`config.mk`:
```
export PLATFORM = sky130hd
export DESIGN_NAME = branch_resolve_ctrl_flat
export DESIGN_NICKNAME = d
export VERILOG_FILES = /design/src/rtl/branch_resolve_ctrl_pkg.sv /design/src/rtl/branch_resolve_ctrl_if.sv /design/src/rtl/branch_resolve_ctrl_cond.sv /design/src/rtl/branch_resolve_ctrl.sv /design/src/flat_wrapper.sv
export SDC_FILE = /design/constraint.sdc
export NUM_CORES = 1
export LEC_CHECK = 0
export ABC_AREA = 1
export CAP_MARGIN = 25
export CORE_UTILIZATION = 35
export DETAILED_ROUTE_END_ITERATION = 7
export GPL_TIMING_DRIVEN = 0
export SLEW_MARGIN = 0
export SYNTH_ARGS = -nofsm -noshare
export SYNTH_HDL_FRONTEND = slang
export SYNTH_HIERARCHICAL = 1
export SYNTH_SLANG_ARGS = --single-unit
```
`constraint.sdc`:
```
create_clock -name clk -period 6.41 [get_ports clk]
set_clock_uncertainty 0.15 [all_clocks]
set_input_delay 0.641 -clock clk [delete_from_list [all_inputs] [get_ports clk]]
set_output_delay 0.641 -clock clk [all_outputs]
set_load 0.05 [all_outputs]
```
`src/rtl/branch_resolve_ctrl_pkg.sv`:
```
// branch_ctrl_pkg: shared types and constants for the branch resolution controller
package branch_ctrl_pkg;
  localparam int XLEN = 32;
  typedef enum logic [1:0] {IDLE, EVAL, FLUSH} stateT;
  localparam logic [2:0] BEQ  = 3'b000;
  localparam logic [2:0] BNE  = 3'b001;
  localparam logic [2:0] BLT  = 3'b100;
  localparam logic [2:0] BGE  = 3'b101;
  localparam logic [2:0] BLTU = 3'b110;
  localparam logic [2:0] BGEU = 3'b111;
  function automatic logic isIllegal(input logic [2:0] funct3);
    return funct3[2:1] == 2'b01;
  endfunction
endpackage

```
`src/rtl/branch_resolve_ctrl_if.sv`:
```
// branch_resolve_ctrl_if: request/response bundle between pipeline and branch controller
interface branch_resolve_ctrl_if;
  import branch_ctrl_pkg::*;
  logic            req_valid;
  logic            req_ready;
  logic [2:0]      req_funct3;
  logic [XLEN-1:0] req_rs1;
  logic [XLEN-1:0] req_rs2;
  logic [XLEN-1:0] req_pc;
  logic [XLEN-1:0] req_imm;
  logic            req_pred_taken;
  logic            kill;
  logic            resp_valid;
  logic            resp_taken;
  logic            resp_mispredict;
  logic            resp_illegal;
  logic            redirect_valid;
  logic [XLEN-1:0] redirect_pc;
  logic            flush;
  modport master (
    output req_valid, req_funct3, req_rs1, req_rs2, req_pc, req_imm, req_pred_taken, kill,
    input  req_ready, resp_valid, resp_taken, resp_mispredict, resp_illegal,
           redirect_valid, redirect_pc, flush
  );
  modport slave (
    input  req_valid, req_funct3, req_rs1, req_rs2, req_pc, req_imm, req_pred_taken, kill,
    output req_ready, resp_valid, resp_taken, resp_mispredict, resp_illegal,
           redirect_valid, redirect_pc, flush
  );
endinterface

```
`src/rtl/branch_resolve_ctrl_cond.sv`:
```
// br_cond_eval: funct3 decode to taken/illegal and comparator mode; br_comp: the branch comparator
module br_comp
  import branch_ctrl_pkg::*;
(
  input  logic [XLEN-1:0] a,
  input  logic [XLEN-1:0] b,
  input  logic            brUn,
  output logic            brEq,
  output logic            brLt
);
  assign brEq = a == b;
  assign brLt = brUn ? a < b : $signed(a) < $signed(b);
endmodule

module br_cond_eval
  import branch_ctrl_pkg::*;
(
  input  logic [2:0] funct3,
  input  logic       brEq,
  input  logic       brLt,
  output logic       taken,
  output logic       illegal,
  output logic       brUn
);
  logic rawCond;
  assign brUn = funct3[1];
  assign illegal = isIllegal(funct3);
  // funct3[0] inverts the base condition; funct3[2] selects lt over eq
  assign rawCond = (funct3[2] ? brLt : brEq) ^ funct3[0];
  assign taken = rawCond && !illegal;
endmodule

```
`src/rtl/branch_resolve_ctrl.sv`:
```
// branch_resolve_ctrl: resolves one RV32I branch, reports mispredicts, drives redirect and flush
module branch_resolve_ctrl
  import branch_ctrl_pkg::*;
#(
  parameter int FLUSH_CYCLES = 2
) (
  input logic                 clk,
  input logic                 reset,
  branch_resolve_ctrl_if.slave bus
);
  stateT           state;
  logic [3:0]      flushCnt;
  logic [2:0]      capFunct3;
  logic [XLEN-1:0] capRs1, capRs2, capPc, capImm;
  logic            capPred;
  logic            brEq, brLt, brUn, condTaken, condIllegal, isMispredict, handshake;
  logic [XLEN-1:0] nextPc;
  br_comp u_comp (.a(capRs1), .b(capRs2), .brUn(brUn), .brEq(brEq), .brLt(brLt));
  br_cond_eval u_cond (
    .funct3(capFunct3), .brEq(brEq), .brLt(brLt),
    .taken(condTaken), .illegal(condIllegal), .brUn(brUn)
  );
  assign bus.req_ready = state == IDLE && !bus.kill && !reset;
  assign handshake = bus.req_valid && bus.req_ready;
  assign isMispredict = !condIllegal && (condTaken ^ capPred);
  assign nextPc = condTaken ? capPc + capImm : capPc + XLEN'(4);
  always_ff @(posedge clk) begin
    if (reset) begin
      state <= IDLE;
      flushCnt <= '0;
      capFunct3 <= '0;
      capRs1 <= '0;
      capRs2 <= '0;
      capPc <= '0;
      capImm <= '0;
      capPred <= 1'b0;
      bus.resp_valid <= 1'b0;
      bus.resp_taken <= 1'b0;
      bus.resp_mispredict <= 1'b0;
      bus.resp_illegal <= 1'b0;
      bus.redirect_valid <= 1'b0;
      bus.redirect_pc <= '0;
      bus.flush <= 1'b0;
    end else begin
      bus.resp_valid <= 1'b0;
      bus.redirect_valid <= 1'b0;
      case (state)
        IDLE: if (handshake) begin
          capFunct3 <= bus.req_funct3;
          capRs1 <= bus.req_rs1;
          capRs2 <= bus.req_rs2;
          capPc <= bus.req_pc;
          capImm <= bus.req_imm;
          capPred <= bus.req_pred_taken;
          state <= EVAL;
        end
        EVAL: if (bus.kill) state <= IDLE;
        else begin
          bus.resp_valid <= 1'b1;
          bus.resp_taken <= condTaken;
          bus.resp_mispredict <= isMispredict;
          bus.resp_illegal <= condIllegal;
          bus.redirect_pc <= nextPc;
          bus.redirect_valid <= isMispredict;
          bus.flush <= isMispredict;
          flushCnt <= 4'(FLUSH_CYCLES - 1);
          state <= isMispredict ? FLUSH : IDLE;
        end
        FLUSH: if (flushCnt == 4'd0) begin
          bus.flush <= 1'b0;
          state <= IDLE;
        end else flushCnt <= flushCnt - 4'd1;
        default: state <= IDLE;
      endcase
    end
  end
endmodule

```
`src/flat_wrapper.sv`:
```
// flat-port wrapper written by rule: the top's interface ports become plain ports
module branch_resolve_ctrl_flat import branch_ctrl_pkg::*;
#(
  parameter int FLUSH_CYCLES = 2
)
  (clk, reset, bus_req_valid, bus_req_funct3, bus_req_rs1, bus_req_rs2, bus_req_pc, bus_req_imm, bus_req_pred_taken, bus_kill, bus_req_ready, bus_resp_valid, bus_resp_taken, bus_resp_mispredict, bus_resp_illegal, bus_redirect_valid, bus_redirect_pc, bus_flush);
  branch_resolve_ctrl_if bus_i ();
  input logic clk;
  input logic reset;
  input wire logic [$bits(bus_i.req_valid)-1:0] bus_req_valid;
  input wire logic [$bits(bus_i.req_funct3)-1:0] bus_req_funct3;
  input wire logic [$bits(bus_i.req_rs1)-1:0] bus_req_rs1;
  input wire logic [$bits(bus_i.req_rs2)-1:0] bus_req_rs2;
  input wire logic [$bits(bus_i.req_pc)-1:0] bus_req_pc;
  input wire logic [$bits(bus_i.req_imm)-1:0] bus_req_imm;
  input wire logic [$bits(bus_i.req_pred_taken)-1:0] bus_req_pred_taken;
  input wire logic [$bits(bus_i.kill)-1:0] bus_kill;
  output wire logic [$bits(bus_i.req_ready)-1:0] bus_req_ready;
  output wire logic [$bits(bus_i.resp_valid)-1:0] bus_resp_valid;
  output wire logic [$bits(bus_i.resp_taken)-1:0] bus_resp_taken;
  output wire logic [$bits(bus_i.resp_mispredict)-1:0] bus_resp_mispredict;
  output wire logic [$bits(bus_i.resp_illegal)-1:0] bus_resp_illegal;
  output wire logic [$bits(bus_i.redirect_valid)-1:0] bus_redirect_valid;
  output wire logic [$bits(bus_i.redirect_pc)-1:0] bus_redirect_pc;
  output wire logic [$bits(bus_i.flush)-1:0] bus_flush;
  assign bus_i.req_valid = bus_req_valid;
  assign bus_i.req_funct3 = bus_req_funct3;
  assign bus_i.req_rs1 = bus_req_rs1;
  assign bus_i.req_rs2 = bus_req_rs2;
  assign bus_i.req_pc = bus_req_pc;
  assign bus_i.req_imm = bus_req_imm;
  assign bus_i.req_pred_taken = bus_req_pred_taken;
  assign bus_i.kill = bus_kill;
  assign bus_req_ready = bus_i.req_ready;
  assign bus_resp_valid = bus_i.resp_valid;
  assign bus_resp_taken = bus_i.resp_taken;
  assign bus_resp_mispredict = bus_i.resp_mispredict;
  assign bus_resp_illegal = bus_i.resp_illegal;
  assign bus_redirect_valid = bus_i.redirect_valid;
  assign bus_redirect_pc = bus_i.redirect_pc;
  assign bus_flush = bus_i.flush;
  branch_resolve_ctrl #(.FLUSH_CYCLES(FLUSH_CYCLES)) u_core (.clk(clk), .reset(reset), .bus(bus_i));
endmodule
```
==> results of run 1 <==
## logic make-up after synthesis
kind of cell | count (synthesis) | synth area share (%)
simple gates | 741 | 29.7
compound gates | 307 | 15.5
buf+inv | 245 | 9.55
flops | 176 | 34.7
fa+ha+maj | 66 | 8.20
xor+xnor | 25 | 2.15
mux | 2 | 0.197
## state kept, by name (all words and copies together), names as in the netlist
signal                      flops
u_core/bus.redirect_pc         32
u_core/capImm                  32
u_core/capPc                   32
u_core/capRs1                  32
u_core/capRs2                  32
u_core/flushCnt                 4
u_core/capFunct3                3
u_core/state                    2
u_core/bus.flush                1
u_core/bus.redirect_valid       1
u_core/bus.resp_illegal         1
u_core/bus.resp_mispredict      1
u_core/bus.resp_taken           1
u_core/bus.resp_valid           1
u_core/capPred                  1
## final cells by class
class	count	area, um^2	area share (%)
timing repair buffer	174	1740	13.4
clock inverter	15	189	1.45
antenna	2	5.00	0.0385
buffer	57	265	2.04
multi-input combinational	1141	5670	43.6
inverter	188	706	5.42
clock buffer	17	425	3.27
sequential	176	3520	27.1
tap	384	480	3.69
## how the worst max path moves through the flow
stage | slack [ns] | endpoint | cells past startpoint | startpoint
floorplan | 3.84 | u_core/bus.redirect_pc[27]$_SDFFE_PP0P_ | 17 | u_core/capRs2[21]$_SDFFE_PP0P_
global placement | 2.67 | u_core/bus.redirect_pc[27]$_SDFFE_PP0P_ | 14 | u_core/capRs2[23]$_SDFFE_PP0P_
detailed placement | 2.66 | u_core/bus.redirect_pc[27]$_SDFFE_PP0P_ | 14 | u_core/capRs2[23]$_SDFFE_PP0P_
CTS | 2.61 | u_core/bus.redirect_pc[27]$_SDFFE_PP0P_ | 14 | u_core/capRs2[23]$_SDFFE_PP0P_
global route | 2.37 | u_core/bus.redirect_pc[27]$_SDFFE_PP0P_ | 14 | u_core/capRs2[23]$_SDFFE_PP0P_
finish | 2.54 | u_core/bus.redirect_pc[27]$_SDFFE_PP0P_ | 14 | u_core/capRs2[23]$_SDFFE_PP0P_
## cell usage in the layout, fill, tap and decap left out, types with 26 or more instances in the layout
cell,count
a21oi_1,208
buf_2,26
clkdlybuf4s50_1,174
dfxtp_1,176
ha_1,65
inv_1,179
nand2_1,548
nand3_1,55
nor2_1,90
o21ai_0,75
## metrics by stage
| step | total power [mW] | instance area [um^2] | std cells | hold WS [ns] | utilization [%] |
|---|---|---|---|---|---|
| floorplan | 1.40 | 10200 | 1562 | 0.289 | - |
| global placement | 1.60 | 12400 | 2120 | 0.291 | 43.3 |
| detailed placement | 1.61 | 12400 | 2120 | 0.297 | 43.3 |
| CTS | 2.69 | 13000 | 2152 | 0.309 | 45.4 |
| global route | 2.77 | 13000 | 2152 | 0.318 | 45.4 |
| finish | 2.66 | 13000 | 2154 | 0.306 | 45.4 |
## power by group
| part | internal [mW] | switching (mW) | total [mW] |
|---|---|---|---|
| sequential | 1.13 | 0.0350 | 1.17 |
| combinational | 0.173 | 0.243 | 0.416 |
| clock | 0.530 | 0.552 | 1.08 |
| total | 1.83 | 0.830 | 2.66 |
## layer usage
metal	wire, um	vias up	share of wire, %
met5	12	-	0.033
met4	821	2	2.3
met3	2140	49	5.9
met2	17400	286	48
met1	16100	4681	44
li1	-	5390	-
## tightest hold or removal path: stages, from the launching register on
cell and delay, ns:
dfxtp_1 0.32, nand2_1 0.06, nand2_1 0.04
==> run_results.csv, run 1 <==
group,metric,value,unit
outcome,status,"finished clean",
critical_path,cp-end-kind,"register",
floorplan,rows,62,
synth,avgSynthCellArea,6.51,um^2
clocking,clk_pin_slew,0.08,ns
sta,max_freq,258,MHz
finish,layout-drive-gt1-share,5.32,%
synth,async_flop_share,0,%
synth,synth_most_common_cell,"nand2_1",
synth,synth_area,0.0102,mm^2
synth,synth-edff-count,0,
global_routing,grt_pass1_wl,55.3,mm
floorplan,die_h,172,um
critical_path,slowest_stage,"clkbuf_1",
detailed_routing,vias,10408,
power,p_leak,5.62,nW
clocking,clock-sinks,176,
synth,syn-num-nets,1764,
synth,ys_seq_area_share,34.7,%
critical_path,r2r-start,"u_core/capRs2[23]$_SDFFE_PP0P_",
placed_design,finalWeightedCongestion,0.948,
detailed_routing,drt-total-wl,36.4,mm
synth,synth_top_area_share,34.7,%
min_path,holdPathStages,2,
synth,synthTopCellsByArea,"dfxtp_1 (35%), nand2_1 (20%), a21oi_1 (10%)",
critical_path,critPathRequiredTime,6.62,ns
detailed_routing,routedWlPerCell,16.9,um
clocking,hold_buffers,0,
floorplan,ios,175,
critical_path,cp_max_fo,10,
critical_path,r2r_setup_slack,2.54,ns
sta,setup-tns-final,0,ns
critical_path,cpLargestDelayFamily,"simple AND/OR/NAND/NOR gates",
clocking,numCtsBuffers,17,
sta,drv_slew,0,
global_routing,antenna_found_initial,3,
critical_path,cp.arrival,4.08,ns
synth,synthTopCellsByCount,"nand2_1 (548), a21oi_1 (208), inv_1 (179)",
critical_path,critical_path.max_stage_delay,0.76,ns
synth,ys_seq_elements,176,
synth,yosys_warnings,6,
clocking,cts_tree,"built",
global_routing,top_usage_layer,"met2",
placed_design,dp_hpwl,29.2,mm
critical_path,reg2reg_to,"u_core/bus.redirect_pc[27]$_SDFFE_PP0P_",
sta,finalHoldViolations,0,
sta,rsz0062_at_grt,"no",
sta,fin_crit,3.87,ns
critical_path,worstSetupPathType,"register to register",
global_routing,grt_pass1_vias,10077,
clocking,cts_root_buf,"clkbuf_16",
detailed_routing,viasPerCell,4.83,
finish,nets,1957,
synth,netlist_instances,1562,
clocking,cts_resized,0,
detailed_routing,dr.pass1.iters,5,
sta,layout_setup_ws,2.54,ns
clocking,cts_buffer_depth,2,
detailed_routing,drtIter0Drc,704,
detailed_routing,ant_nets,0,
global_routing,track_usage,25.2,%
synth,ys.flop_type,"dfxtp_1",
critical_path,r2r_cells,14,
floorplan,chipWidth,172,um
floorplan,dieArea,0.0297,mm^2
sta,slew_headroom,38.3,%
min_path,hp-class,"register to register",
clocking,post_cts_buffers,0,
floorplan,core_area,0.0286,mm^2
sta,worst_slew_pin_slew,0.926,ns
critical_path,worstPathCellList,"inv_1 > ha_1 > nand2_1 > nor2_1 > nand4_1 > nor4_1 > nand2_1 > nand3_1 > nand2_1 > nor2_1 > clkbuf_1 > clkbuf_1 > nand3_1 > a21oi_1",
critical_path,cp-start-kind,"register",
sta,setup_viol,0,
flow_run,max_cap_viol_count,0,
global_routing,grt_max_degree,21,
global_routing,gr-total-overflow,0,
synth,yosys.area.top_type,"dfxtp_1",
clocking,clkLatencyLatePin,0.45,ns
floorplan,start_util,35.5,%
placed_design,port-buffer-count,174,
finish,area_delta_synth_final,27.9,%
global_routing,use_met1,30.8,%
synth,synth_cell_types,36,
detailed_routing,post-route-drc-count,0,
power,p_per_area,205,mW/mm^2
global_routing,grtUsageMet3,4.92,%
finish,n_fill_cell,2982,
placed_design,preCtsSetupSlack,2.66,ns
sta,fin_crit_sh,60.4,%
power,ir_drop,0.184,mV
critical_path,cp_common_cell,"nand2_1",
min_path,worstHoldEndpoint,"u_core/bus.resp_mispredict$_SDFFE_PP0P_",
clocking,cts_max_level,4,
global_routing,grt_use_met2,44.1,%
min_path,min_from,"u_core/bus.resp_mispredict$_SDFFE_PP0P_",
critical_path,worst-path-buf-inv,3,
(Power assumes the default switching activity.)
==> run 2: changes to the inputs <==
==> constraint.sdc (replaced) <==
create_clock -name clk -period 3.2 [get_ports clk]
set_clock_uncertainty 0.15 [all_clocks]
set_input_delay 0.32 -clock clk [delete_from_list [all_inputs] [get_ports clk]]
set_output_delay 0.32 -clock clk [all_outputs]
set_load 0.05 [all_outputs]
==> run_results.csv, run 2 (same netlist as run 1, synthesis figures left out) <==
group,metric,value,unit
sta,worst_slew_pin_slew,0.887,ns
sta,drv_slew,0,
critical_path,critical_path.max_stage_delay,0.34,ns
critical_path,reg2reg_to,"u_core/bus.redirect_pc[25]$_SDFFE_PP0P_",
clocking,numCtsBuffers,17,
clocking,cts_tree,"built",
global_routing,grt_pass1_vias,10075,
critical_path,cp_max_fo,10,
sta,setup-tns-final,0,ns
critical_path,cp.arrival,3.17,ns
critical_path,r2r-start,"u_core/capRs2[23]$_SDFFE_PP0P_",
sta,setup_viol,0,
clocking,cts_max_level,4,
detailed_routing,dr.pass1.iters,5,
finish,layout_commonest_cell,"nand2_1",
critical_path,worstPathCellList,"inv_1 > ha_1 > nand2_1 > nor2_1 > nand4_1 > nor2_1 > nand2_1 > nand2_1 > nand2_1 > nand2_1 > nand2_1 > nand3_1 > nand2_1 > nor2_2 > clkinv_2 > clkbuf_2 > a21oi_1 > a21oi_1",
critical_path,cp-end-kind,"register",
min_path,min_from,"bus_req_rs1[21]",
detailed_routing,drtIter0Drc,651,
placed_design,port-buffer-count,174,
global_routing,grt_pass1_wl,55.4,mm
placed_design,dp_hpwl,29.2,mm
global_routing,antenna_found_initial,3,
critical_path,critPathRequiredTime,3.37,ns
finish,finalCoreUtilization,45.6,%
clocking,hold_buffers,0,
detailed_routing,ant_nets,0,
power,p_per_area,409,mW/mm^2
sta,fin_crit,2.99,ns
floorplan,dieArea,0.0297,mm^2
flow_run,max_cap_viol_count,0,
critical_path,worstSetupPathType,"register to register",
detailed_routing,vias,10522,
floorplan,start_util,35.5,%
min_path,holdPathStages,3,
finish,n_fill_cell,2980,
floorplan,chipWidth,172,um
power,ir_drop,0.363,mV
detailed_routing,drt-total-wl,36.5,mm
detailed_routing,post-route-drc-count,0,
power,p_leak,5.65,nW
sta,layout_setup_ws,0.205,ns
floorplan,core_area,0.0286,mm^2
sta,max_freq,334,MHz
sta,rsz0062_at_grt,"no",
detailed_routing,viasPerCell,4.88,
critical_path,slowest_stage,"dfxtp_1",
floorplan,ios,175,
finish,nets,1959,
placed_design,finalWeightedCongestion,0.948,
floorplan,die_h,172,um
clocking,cts_root_buf,"clkbuf_16",
clocking,clkLatencyLatePin,0.45,ns
critical_path,r2r_cells,18,
critical_path,cp_common_cell,"nand2_1",
critical_path,r2r_setup_slack,0.21,ns
finish,area_delta_synth_final,28.4,%
min_path,hp-class,"input port to register",
floorplan,rows,62,
finish,layout_common_cells,"nand2_1 (548), a21oi_1 (206), inv_1 (179), dfxtp_1 (176), clkdlybuf4s50_1 (174)",
global_routing,gr-total-overflow,0,
clocking,clk_pin_slew,0.08,ns
min_path,worstHoldEndpoint,"u_core/capRs1[21]$_SDFFE_PP0P_",
global_routing,grt_max_degree,21,
outcome,status,"finished clean",
sta,slew_headroom,40.9,%
detailed_routing,routedWlPerCell,16.9,um
finish,layout-drive-gt1-share,6.05,%
power,power,5.35,mW
placed_design,preCtsSetupSlack,-0.549,ns
sta,fin_crit_sh,93.6,%
sta,finalHoldViolations,0,
clocking,clock-sinks,176,
global_routing,track_usage,25.2,%
clocking,cts_buffer_depth,2,
critical_path,cp-start-kind,"register",
==> run 2: cell count changes in the layout (fill, tap and decap cells not counted), moves of 2 or more <==
cell,change
a21oi_1,-2
a21oi_2,+2
buf_4,+3
clkbuf_1,-5
clkbuf_2,+3
==> run 2: power breakdown <==
part	switching [mW]	total, mW	leakage, nW	internal, mW
Clock	1.10	2.16	0.289	1.06
Combinational	0.492	0.849	3.93	0.356
Sequential	0.0708	2.33	1.43	2.26
==> run 2: layout make-up <==
class	count	area (um^2)	share of cell area (%)
diodes	2	5.00	0.0383
plain buffers	57	277	2.12
clock buffers	17	425	3.26
clock inverters	15	189	1.45
inverters	188	707	5.41
multi-input cells	1141	5700	43.6
flip-flops and latches	176	3520	27.0
well taps	384	480	3.68
repair buffers	176	1760	13.5
==> run 2: metal layers <==
layer | part of all wire (%) | up-vias | track usage, %
li1 | - | 5404 | -
met5 | 0.033 | - | 0
met2 | 48 | 308 | 44.2
met1 | 43 | 4761 | 30.8
met3 | 6.4 | 47 | 4.92
met4 | 2.2 | 2 | 7.77
==> run 2: worst max path at each step <==
stage	start	to	cells after the start
finish	u_core/capRs2[23]$_SDFFE_PP0P_	u_core/bus.redirect_pc[25]$_SDFFE_PP0P_	18
global route	u_core/capRs2[23]$_SDFFE_PP0P_	u_core/bus.redirect_pc[19]$_SDFFE_PP0P_	18
CTS	u_core/capRs2[23]$_SDFFE_PP0P_	u_core/bus.redirect_pc[27]$_SDFFE_PP0P_	14
detailed placement	u_core/capRs2[23]$_SDFFE_PP0P_	u_core/bus.redirect_pc[27]$_SDFFE_PP0P_	14
global placement	u_core/capRs2[23]$_SDFFE_PP0P_	u_core/bus.redirect_pc[27]$_SDFFE_PP0P_	14
floorplan	u_core/capRs2[21]$_SDFFE_PP0P_	u_core/bus.redirect_pc[27]$_SDFFE_PP0P_	17
==> run 2: critical path: cells and delay by family, from the launching register on <==
| kind | cells | cell delay [ns] |
|---|---|---|
| compound gates | 2 | 0.46 |
| buf+inv | 3 | 0.44 |
| simple gates | 12 | 1.21 |
| flops | 1 | 0.34 |
| fa+ha+maj | 1 | 0.28 |
==> run 2: what timing repair did <==
item | 4_1_cts | 5_1_grt
buffers inserted | 2 | 0
hold endpoints to repair | 0 | 0
resized for setup | 5 | 12
gates cloned | 0 | 0
pin swaps | 0 | 0
endpoints found under the setup margin | 28 | 28
==> run 2: per-stage QoR <==
step | std cells | area [um^2] | hold WS [ns]
after floorplan | 1562 | 10200 | 0.260
after global placement | 2120 | 12400 | 0.291
after detailed placement | 2120 | 12400 | 0.297
after CTS | 2154 | 13000 | 0.254
after global routing | 2154 | 13100 | 0.271
final | 2156 | 13100 | 0.268
